`config.mk`:
```
export PLATFORM = sky130hd
export DESIGN_NAME = immgen_stage_flat
export DESIGN_NICKNAME = d
export VERILOG_FILES = /design/src/rtl/riscv_imm_pkg.sv /design/src/rtl/immgen_stage_if.sv /design/src/rtl/imm_decode.sv /design/src/rtl/immgen_stage.sv /design/src/flat_wrapper.sv
export SDC_FILE = /design/constraint.sdc
export NUM_CORES = 1
export LEC_CHECK = 0
export CAP_MARGIN = 10
export CELL_PAD_IN_SITES_DETAIL_PLACEMENT = 1
export CELL_PAD_IN_SITES_GLOBAL_PLACEMENT = 1
export CORE_ASPECT_RATIO = 2
export CORE_UTILIZATION = 40
export CTS_CLUSTER_SIZE = 28
export DETAILED_ROUTE_END_ITERATION = 12
export GPL_TIMING_DRIVEN = 0
export MAX_ROUTING_LAYER = met4
export PLACE_DENSITY = 0.95
export RECOVER_POWER = 25
export SLEW_MARGIN = 20
export SYNTH_ARGS = -nofsm -noshare
export SYNTH_HDL_FRONTEND = slang
export SYNTH_SLANG_ARGS = --single-unit
```
`constraint.sdc`:
```
create_clock -name clk_i -period 2.3 [get_ports clk_i]
set_input_delay 0.345 -clock clk_i [delete_from_list [all_inputs] [get_ports clk_i]]
set_output_delay 0.345 -clock clk_i [all_outputs]
set_load 0.02 [all_outputs]
```
`src/rtl/riscv_imm_pkg.sv`:
```
// Shared definitions for the immediate-generation stage.
//   imm_fmt_e  : immediate format classification (3 bits)
//   OPC_*      : RV32I/RV64I base opcodes (instr[6:0])
//   sext32_to_64 : widens a 32-bit immediate to 64 bits by replicating bit 31
package riscv_imm_pkg;

  typedef enum logic [2:0] {
    ImmNone = 3'd0,
    ImmI    = 3'd1,
    ImmS    = 3'd2,
    ImmB    = 3'd3,
    ImmU    = 3'd4,
    ImmJ    = 3'd5
  } imm_fmt_e;

  localparam logic [6:0] OPC_OP_IMM    = 7'b0010011;
  localparam logic [6:0] OPC_LOAD      = 7'b0000011;
  localparam logic [6:0] OPC_JALR      = 7'b1100111;
  localparam logic [6:0] OPC_STORE     = 7'b0100011;
  localparam logic [6:0] OPC_BRANCH    = 7'b1100011;
  localparam logic [6:0] OPC_LUI       = 7'b0110111;
  localparam logic [6:0] OPC_AUIPC     = 7'b0010111;
  localparam logic [6:0] OPC_JAL       = 7'b1101111;
  localparam logic [6:0] OPC_OP        = 7'b0110011;
  localparam logic [6:0] OPC_SYSTEM    = 7'b1110011;
  localparam logic [6:0] OPC_MISC_MEM  = 7'b0001111;
  localparam logic [6:0] OPC_OP_IMM_32 = 7'b0011011;
  localparam logic [6:0] OPC_OP_32     = 7'b0111011;

  function automatic logic [63:0] sext32_to_64(input logic [31:0] val);
    return {{32{val[31]}}, val};
  endfunction

endpackage

```
`src/rtl/immgen_stage_if.sv`:
```
// Handshake bundle of the immediate-generation stage.
//   in_valid/in_ready/instr/tag             : fetch side (instruction in)
//   out_valid/out_ready/imm/fmt/illegal/out_tag : register-read side (decoded result out)
// Modports: slave = the stage itself, master = the environment around it.
interface immgen_stage_if #(
  parameter int unsigned XLEN  = 32,
  parameter int unsigned TAG_W = 32
) ();
  import riscv_imm_pkg::*;

  logic             in_valid;
  logic             in_ready;
  logic [31:0]      instr;
  logic [TAG_W-1:0] tag;
  logic             out_valid;
  logic             out_ready;
  logic [XLEN-1:0]  imm;
  imm_fmt_e         fmt;
  logic             illegal;
  logic [TAG_W-1:0] out_tag;

  modport slave (
    input  in_valid, instr, tag, out_ready,
    output in_ready, out_valid, imm, fmt, illegal, out_tag
  );

  modport master (
    output in_valid, instr, tag, out_ready,
    input  in_ready, out_valid, imm, fmt, illegal, out_tag
  );

endinterface

```
`src/rtl/imm_decode.sv`:
```
// Combinational RV32I/RV64I immediate decoder.
//   instr_i   : instruction word
//   imm_o     : sign-extended immediate (0 for formats without one and for illegal opcodes)
//   fmt_o     : immediate format
//   illegal_o : opcode is not a base opcode for this XLEN
module imm_decode
  import riscv_imm_pkg::*;
#(
  parameter int unsigned XLEN = 32
) (
  input  logic [31:0]     instr_i,
  output logic [XLEN-1:0] imm_o,
  output imm_fmt_e        fmt_o,
  output logic            illegal_o
);

  logic [6:0]  w_opcode;
  logic [31:0] w_imm32;

  assign w_opcode = instr_i[6:0];

  always_comb begin
    fmt_o     = ImmNone;
    illegal_o = 1'b0;
    case (w_opcode)
      OPC_OP_IMM, OPC_LOAD, OPC_JALR: fmt_o = ImmI;
      OPC_STORE:                      fmt_o = ImmS;
      OPC_BRANCH:                     fmt_o = ImmB;
      OPC_LUI, OPC_AUIPC:             fmt_o = ImmU;
      OPC_JAL:                        fmt_o = ImmJ;
      OPC_OP, OPC_SYSTEM, OPC_MISC_MEM: fmt_o = ImmNone;
      OPC_OP_IMM_32: begin
        if (XLEN == 64) fmt_o = ImmI;
        else            illegal_o = 1'b1;
      end
      OPC_OP_32: begin
        if (XLEN != 64) illegal_o = 1'b1;
      end
      default: illegal_o = 1'b1;
    endcase
  end

  // Every format fits in 32 bits; wider XLEN only replicates bit 31.
  always_comb begin
    w_imm32 = '0;
    case (fmt_o)
      ImmI: w_imm32 = {{20{instr_i[31]}}, instr_i[31:20]};
      ImmS: w_imm32 = {{20{instr_i[31]}}, instr_i[31:25], instr_i[11:7]};
      ImmB: w_imm32 = {{19{instr_i[31]}}, instr_i[31], instr_i[7], instr_i[30:25],
                       instr_i[11:8], 1'b0};
      ImmU: w_imm32 = {instr_i[31:12], 12'b0};
      ImmJ: w_imm32 = {{11{instr_i[31]}}, instr_i[31], instr_i[19:12], instr_i[20],
                       instr_i[30:21], 1'b0};
      default: w_imm32 = '0;
    endcase
  end

  if (XLEN == 64) begin : g_rv64
    assign imm_o = sext32_to_64(w_imm32);
  end else begin : g_rv32
    assign imm_o = w_imm32;
  end

endmodule

```
`src/rtl/immgen_stage.sv`:
```
// Registered immediate-generation stage with a 2-entry (main + skid) buffer.
//   clk_i         : clock, rising edge
//   rst_ni        : synchronous active-low reset
//   flush_i       : drop all held entries, ignore input this cycle
//   bus_io        : immgen_stage_if.slave (instruction in, decoded result out)
//   illegal_cnt_o : saturating count of illegal results delivered at the output
module immgen_stage
  import riscv_imm_pkg::*;
#(
  parameter int unsigned XLEN  = 32,
  parameter int unsigned TAG_W = 32,
  parameter int unsigned CNT_W = 8
) (
  input  logic             clk_i,
  input  logic             rst_ni,
  input  logic             flush_i,
  immgen_stage_if.slave    bus_io,
  output logic [CNT_W-1:0] illegal_cnt_o
);

  if (XLEN != 32 && XLEN != 64) begin : g_bad_xlen
    $error("immgen_stage: XLEN must be 32 or 64");
  end

  typedef struct packed {
    logic [XLEN-1:0]  imm;
    imm_fmt_e         fmt;
    logic             illegal;
    logic [TAG_W-1:0] tag;
  } entry_t;

  logic [XLEN-1:0] w_dec_imm;
  imm_fmt_e        w_dec_fmt;
  logic            w_dec_ill;

  imm_decode #(
    .XLEN (XLEN)
  ) u_imm_decode (
    .instr_i   (bus_io.instr),
    .imm_o     (w_dec_imm),
    .fmt_o     (w_dec_fmt),
    .illegal_o (w_dec_ill)
  );

  // main is the head (presented at the output), skid holds the younger entry.
  entry_t           r_main, r_skid, w_main_d, w_skid_d, w_new;
  logic             r_main_vld, r_skid_vld, w_main_vld_d, w_skid_vld_d;
  logic             r_in_ready, w_in_ready_d;
  logic [CNT_W-1:0] r_cnt, w_cnt_d;
  logic             w_push, w_pop;

  assign w_new = '{imm: w_dec_imm, fmt: w_dec_fmt, illegal: w_dec_ill, tag: bus_io.tag};

  assign w_push = bus_io.in_valid & r_in_ready & ~flush_i;
  assign w_pop  = bus_io.out_ready & r_main_vld & ~flush_i;

  always_comb begin
    w_main_vld_d = r_main_vld;
    w_skid_vld_d = r_skid_vld;
    w_main_d     = r_main;
    w_skid_d     = r_skid;
    if (flush_i) begin
      w_main_vld_d = 1'b0;
      w_skid_vld_d = 1'b0;
    end else begin
      if (w_pop) begin
        w_main_vld_d = r_skid_vld;
        w_main_d     = r_skid;
        w_skid_vld_d = 1'b0;
      end
      // Push can only happen with a free slot, so one of the two is open here.
      if (w_push) begin
        if (!w_main_vld_d) begin
          w_main_vld_d = 1'b1;
          w_main_d     = w_new;
        end else begin
          w_skid_vld_d = 1'b1;
          w_skid_d     = w_new;
        end
      end
    end
    // Registered so out_ready never reaches in_ready combinationally.
    w_in_ready_d = ~(w_main_vld_d & w_skid_vld_d);
  end

  always_comb begin
    w_cnt_d = r_cnt;
    if (w_pop && r_main.illegal && (r_cnt != {CNT_W{1'b1}})) begin
      w_cnt_d = r_cnt + CNT_W'(1);
    end
  end

  always_ff @(posedge clk_i) begin
    if (!rst_ni) begin
      r_main_vld <= 1'b0;
      r_skid_vld <= 1'b0;
      r_in_ready <= 1'b1;
      r_main     <= '0;
      r_skid     <= '0;
      r_cnt      <= '0;
    end else begin
      r_main_vld <= w_main_vld_d;
      r_skid_vld <= w_skid_vld_d;
      r_in_ready <= w_in_ready_d;
      r_main     <= w_main_d;
      r_skid     <= w_skid_d;
      r_cnt      <= w_cnt_d;
    end
  end

  // Payload is masked when empty so nothing stale is visible after drain or flush.
  assign bus_io.in_ready  = r_in_ready;
  assign bus_io.out_valid = r_main_vld;
  assign bus_io.imm       = r_main_vld ? r_main.imm : '0;
  assign bus_io.fmt       = r_main_vld ? r_main.fmt : ImmNone;
  assign bus_io.illegal   = r_main_vld & r_main.illegal;
  assign bus_io.out_tag   = r_main_vld ? r_main.tag : '0;
  assign illegal_cnt_o    = r_cnt;

endmodule

```
`src/flat_wrapper.sv`:
```
// flat-port wrapper written by rule: the top's interface ports become plain ports
module immgen_stage_flat import riscv_imm_pkg::*;
#(
  parameter int unsigned XLEN  = 32,
  parameter int unsigned TAG_W = 32,
  parameter int unsigned CNT_W = 8
)
  (clk_i, rst_ni, flush_i, illegal_cnt_o, bus_io_in_valid, bus_io_instr, bus_io_tag, bus_io_out_ready, bus_io_in_ready, bus_io_out_valid, bus_io_imm, bus_io_fmt, bus_io_illegal, bus_io_out_tag);
  immgen_stage_if #(.XLEN(XLEN), .TAG_W(TAG_W)) bus_io_i ();
  input  logic clk_i;
  input  logic rst_ni;
  input  logic flush_i;
  output logic [CNT_W-1:0] illegal_cnt_o;
  input wire logic [$bits(bus_io_i.in_valid)-1:0] bus_io_in_valid;
  input wire logic [$bits(bus_io_i.instr)-1:0] bus_io_instr;
  input wire logic [$bits(bus_io_i.tag)-1:0] bus_io_tag;
  input wire logic [$bits(bus_io_i.out_ready)-1:0] bus_io_out_ready;
  output wire logic [$bits(bus_io_i.in_ready)-1:0] bus_io_in_ready;
  output wire logic [$bits(bus_io_i.out_valid)-1:0] bus_io_out_valid;
  output wire logic [$bits(bus_io_i.imm)-1:0] bus_io_imm;
  output wire logic [$bits(bus_io_i.fmt)-1:0] bus_io_fmt;
  output wire logic [$bits(bus_io_i.illegal)-1:0] bus_io_illegal;
  output wire logic [$bits(bus_io_i.out_tag)-1:0] bus_io_out_tag;
  assign bus_io_i.in_valid = bus_io_in_valid;
  assign bus_io_i.instr = bus_io_instr;
  assign bus_io_i.tag = bus_io_tag;
  assign bus_io_i.out_ready = bus_io_out_ready;
  assign bus_io_in_ready = bus_io_i.in_ready;
  assign bus_io_out_valid = bus_io_i.out_valid;
  assign bus_io_imm = bus_io_i.imm;
  assign bus_io_fmt = bus_io_i.fmt;
  assign bus_io_illegal = bus_io_i.illegal;
  assign bus_io_out_tag = bus_io_i.out_tag;
  immgen_stage #(.XLEN(XLEN), .TAG_W(TAG_W), .CNT_W(CNT_W)) u_core (.clk_i(clk_i), .rst_ni(rst_ni), .flush_i(flush_i), .bus_io(bus_io_i), .illegal_cnt_o(illegal_cnt_o));
endmodule
```
==> summary.md <==
| Metric | Value |
|---|---|
| Number of failing setup endpoints in the final timing report | 0 |
| Area growth from synthesis to layout | 33.4% |
| Main combinational cell family by area after synthesis | simple AND/OR/NAND/NOR gates |
| Number of H-tree levels | 4 |
| Critical path arrival | 2.51 ns |
| Power per cell area | 699 nW/um^2 |
| Most frequent standard cell in the layout excluding fill and tap cells | sky130_fd_sc_hd__nand2_1 |
| Antenna violation net count after detailed routing | 0 |
| Number of warnings printed during yosys synthesis | 0 |
| Peak VDD IR | 0.556 mV |
| Antenna violations before repair | 0 |
| Final non-filler cell total | 1197 |
| Final nets | roughly 1.1k |
| GRT Residual Overflow | 0 |
| Total global routing track utilization | 0.306 |
| Cell seen most often among critical-path stages | sky130_fd_sc_hd__buf_2 |
| Hold Path Class | input pin to register |
| Proportion of synthesized area in mux cells | 0.0230 |
| First-pass detailed-route iteration total | 9 |
| Rel. slew slack | 0.529 |
| Worst Tran Pin Value | 0.703 ns |
| Gp weighted congestion | 0.913 |
| Vias in the first global route | 7468 |
| Core region area | 15900 um^2 |
| Aggregate routed wire length | 25.1 mm |
| Die width | just over 90 um |
| Half-perimeter wire length after detailed placement | 17.5 mm |
| Setup Total Neg Slack | 0 ns |
| Number of buffers added to fix hold violations after cts | 0 |
| Clock insertion delay at the later pin of the skew report | 0.43 ns |
| Cell Chain, Critical Path | clkdlybuf4s50_1 > buf_2 > a211o_1 > buf_2 > clkbuf_1 > a311oi_1 |
| Reported leakage power | 3.40 nW |
| Starting utilization of the core area | 0.412 |
| Final Slew Violations | 0 |
| Number of enable flip-flop cells after synthesis | 0 |
| Crit Path Class | input pin to register |
| Critical Path Sink Type | register |
| Synth Net Count | 891 |
| Proportion of synthesized chip area in sequential cells | 0.450 |
| Worst clock skew | between 0.015 and 0.02 ns |
| Count of endpoints failing hold in the final timing report | 0 |
| Wire length per cell after detailed routing | 21.0 um |
| Resized Gates After CTS | 66 |
| Commonest cells after routing, fill and taps aside | sky130_fd_sc_hd__nand2_1 (198), sky130_fd_sc_hd__dfxtp_1 (147), sky130_fd_sc_hd__a21oi_1 (98) |
| Worst-case clock buffer depth | 2 |
| Number of DRC violations after detailed-routing iteration 0 | 367 |
| Post-CTS setup repair buffer count | 0 |
| Cell chosen for the clock root | sky130_fd_sc_hd__clkbuf_16 |
| Category of the worst setup path launch point | input pin |
| Count of boundary I/O pins | 147 |
| Minimum hold slack | about 0.45 ns |
| Predominant post-synthesis flop cell | sky130_fd_sc_hd__dfxtp_1 |
| Async set or reset register ratio after synthesis | 0 |
| Simple logic cell fraction of the synthesized area | 0.255 |
| Unique cell type count in the Yosys netlist | 48 |
| Post-route core utilization | 0.550 |
| Highest Clock Rate | around 440 MHz |
| Flop and latch count out of synthesis | 147 |
| Ant diodes | 0 |
| Fraction of layout instances using a drive strength above 1 | 0.0633 |
| Synth Area in Compound Gates | 0.218 |
| Synthesized netlist cell count | ~800 |
| Outcome | complete, no violations |
| Per-cell via count in the routed design | 5.82 |
| Worst Path Max Fanout | 10 |
| Number of placed instances with taps included | 1166 |
| Post-synthesis average cell area | 7.96 um^2 |
| Cts bufs inserted | 17 |
| Rows | between 60 and 70 |
| CTS sink count | ~150 |
| Area of the die | 16900 um^2 |
| DRC viols | 0 |
| Unrepaired setup endpoints after global routing | no |
| Vertical die dimension | 183 um |
| CTS tree | built |
| Final critical path time including I/O delays and setup | about 2.3 ns |
| Wire length of the first global-routing pass | around 39 mm |
| Adder and majority gate portion of the synthesized area | 0.00191 |
| Crit-path max cell delay | 0.58 ns |
| Max-cap check violation count | 0 |
| Largest net degree at the start of global routing | 17 |
| Worst EP required | 2.55 ns |
| Synthesized-area fraction occupied by xor and xnor cells | 0.00670 |
| Via total after detailed routing | between 6k and 7k |
| Buffers added on ports | 144 |
| Crit share post-route | 0.984 |
| Netlist Area Pre-Place | 6530 um^2 |
| Max stage delay cell, worst path | sky130_fd_sc_hd__clkbuf_1 |
| Clock input transition at the sequential cells of the worst setup and hold paths | 0.06 ns |
## logic make-up (layout without fill, tap and decap cells)
| group | count (synthesis) | in the layout |
|---|---|---|
| simple gates | 361 | 361 |
| compound gates | 220 | 220 |
| flops | 147 | 147 |
| buf+inv | 72 | 247 |
| mux | 15 | 15 |
| xor+xnor | 5 | 5 |
| fa+ha+maj | 1 | 1 |
## final cells by class
type / instances / area (um^2)
fill: 1977 / 7140
multi-input combinational: 602 / 3300
sequential: 147 / 2940
timing repair buffer: 144 / 1300
clock buffer: 18 / 429
buffer: 67 / 312
tap: 201 / 251
clock inverter: 13 / 159
inverter: 5 / 18.8
## where the power goes
group	switching, W	internal [W]
logic	0.000330	0.000231
registers	0.0000489	0.00263
clock network	0.00115	0.00170
## metrics by stage
step           worst slack, ns  area, um^2  total power [W]
2_1_floorplan            0.639        6530          0.00298
4_1_cts                0.00144        8780          0.00607
5_1_grt                 0.0169        8720          0.00622
3_3_place_gp            -0.274        8230          0.00326
3_5_place_dp            -0.330        8230          0.00328
6_report                0.0370        8720          0.00609
## metal layers
metal / GRT usage / vias to the layer above / routed length (um)
li1: - / 3173 / -
met1: 0.287 / 3405 / 8700
met2: 0.570 / 305 / 14000
met3: 0.0464 / 83 / 1330
met4: 0.183 / 0 / 1060
met5: - / - / 0
## registers in the layout, indices dropped and copies added, names as in the netlist
name,count
u_core.r_main,68
u_core.r_skid,68
u_core.illegal_cnt_o,8
u_core.bus_io.in_ready,1
u_core.bus_io.out_valid,1
u_core.r_skid_vld,1
## worst paths after layout
kind	endpoint	startpoint	depth (start not counted)	slack (ns)
worst max register to register	u_core.r_main[31]	u_core.bus_io.out_valid	5	0.14
worst min register to register	u_core.r_skid[28]	u_core.r_skid[28]	2	0.46
worst max-delay path	u_core.r_main[31]	flush_i	6	0.04
worst min-delay path	u_core.r_skid[47]	bus_io_instr[3]	4	0.45
## Yosys cell counts (9+ instances only)
master | count | area share
sky130_fd_sc_hd__buf_2 | 12 | 0.0092
sky130_fd_sc_hd__a31oi_1 | 12 | 0.011
sky130_fd_sc_hd__nor2_1 | 50 | 0.029
sky130_fd_sc_hd__a311oi_1 | 36 | 0.048
sky130_fd_sc_hd__o21ai_0 | 33 | 0.025
sky130_fd_sc_hd__a221oi_1 | 13 | 0.017
sky130_fd_sc_hd__dfxtp_1 | 147 | 0.45
sky130_fd_sc_hd__nand2_1 | 198 | 0.11
sky130_fd_sc_hd__a21oi_1 | 98 | 0.075
sky130_fd_sc_hd__clkbuf_1 | 51 | 0.029
sky130_fd_sc_hd__and2_1 | 70 | 0.067
sky130_fd_sc_hd__mux2i_1 | 15 | 0.023
sky130_fd_sc_hd__nand3_1 | 9 | 0.0069
## critical path, delay by kind of cell
kind,cells,cell delay [ns]
AOI/OAI and AO/OA,2,0.49
buffers and inverters,4,1.67
Power figures use the tool's default switching activity.
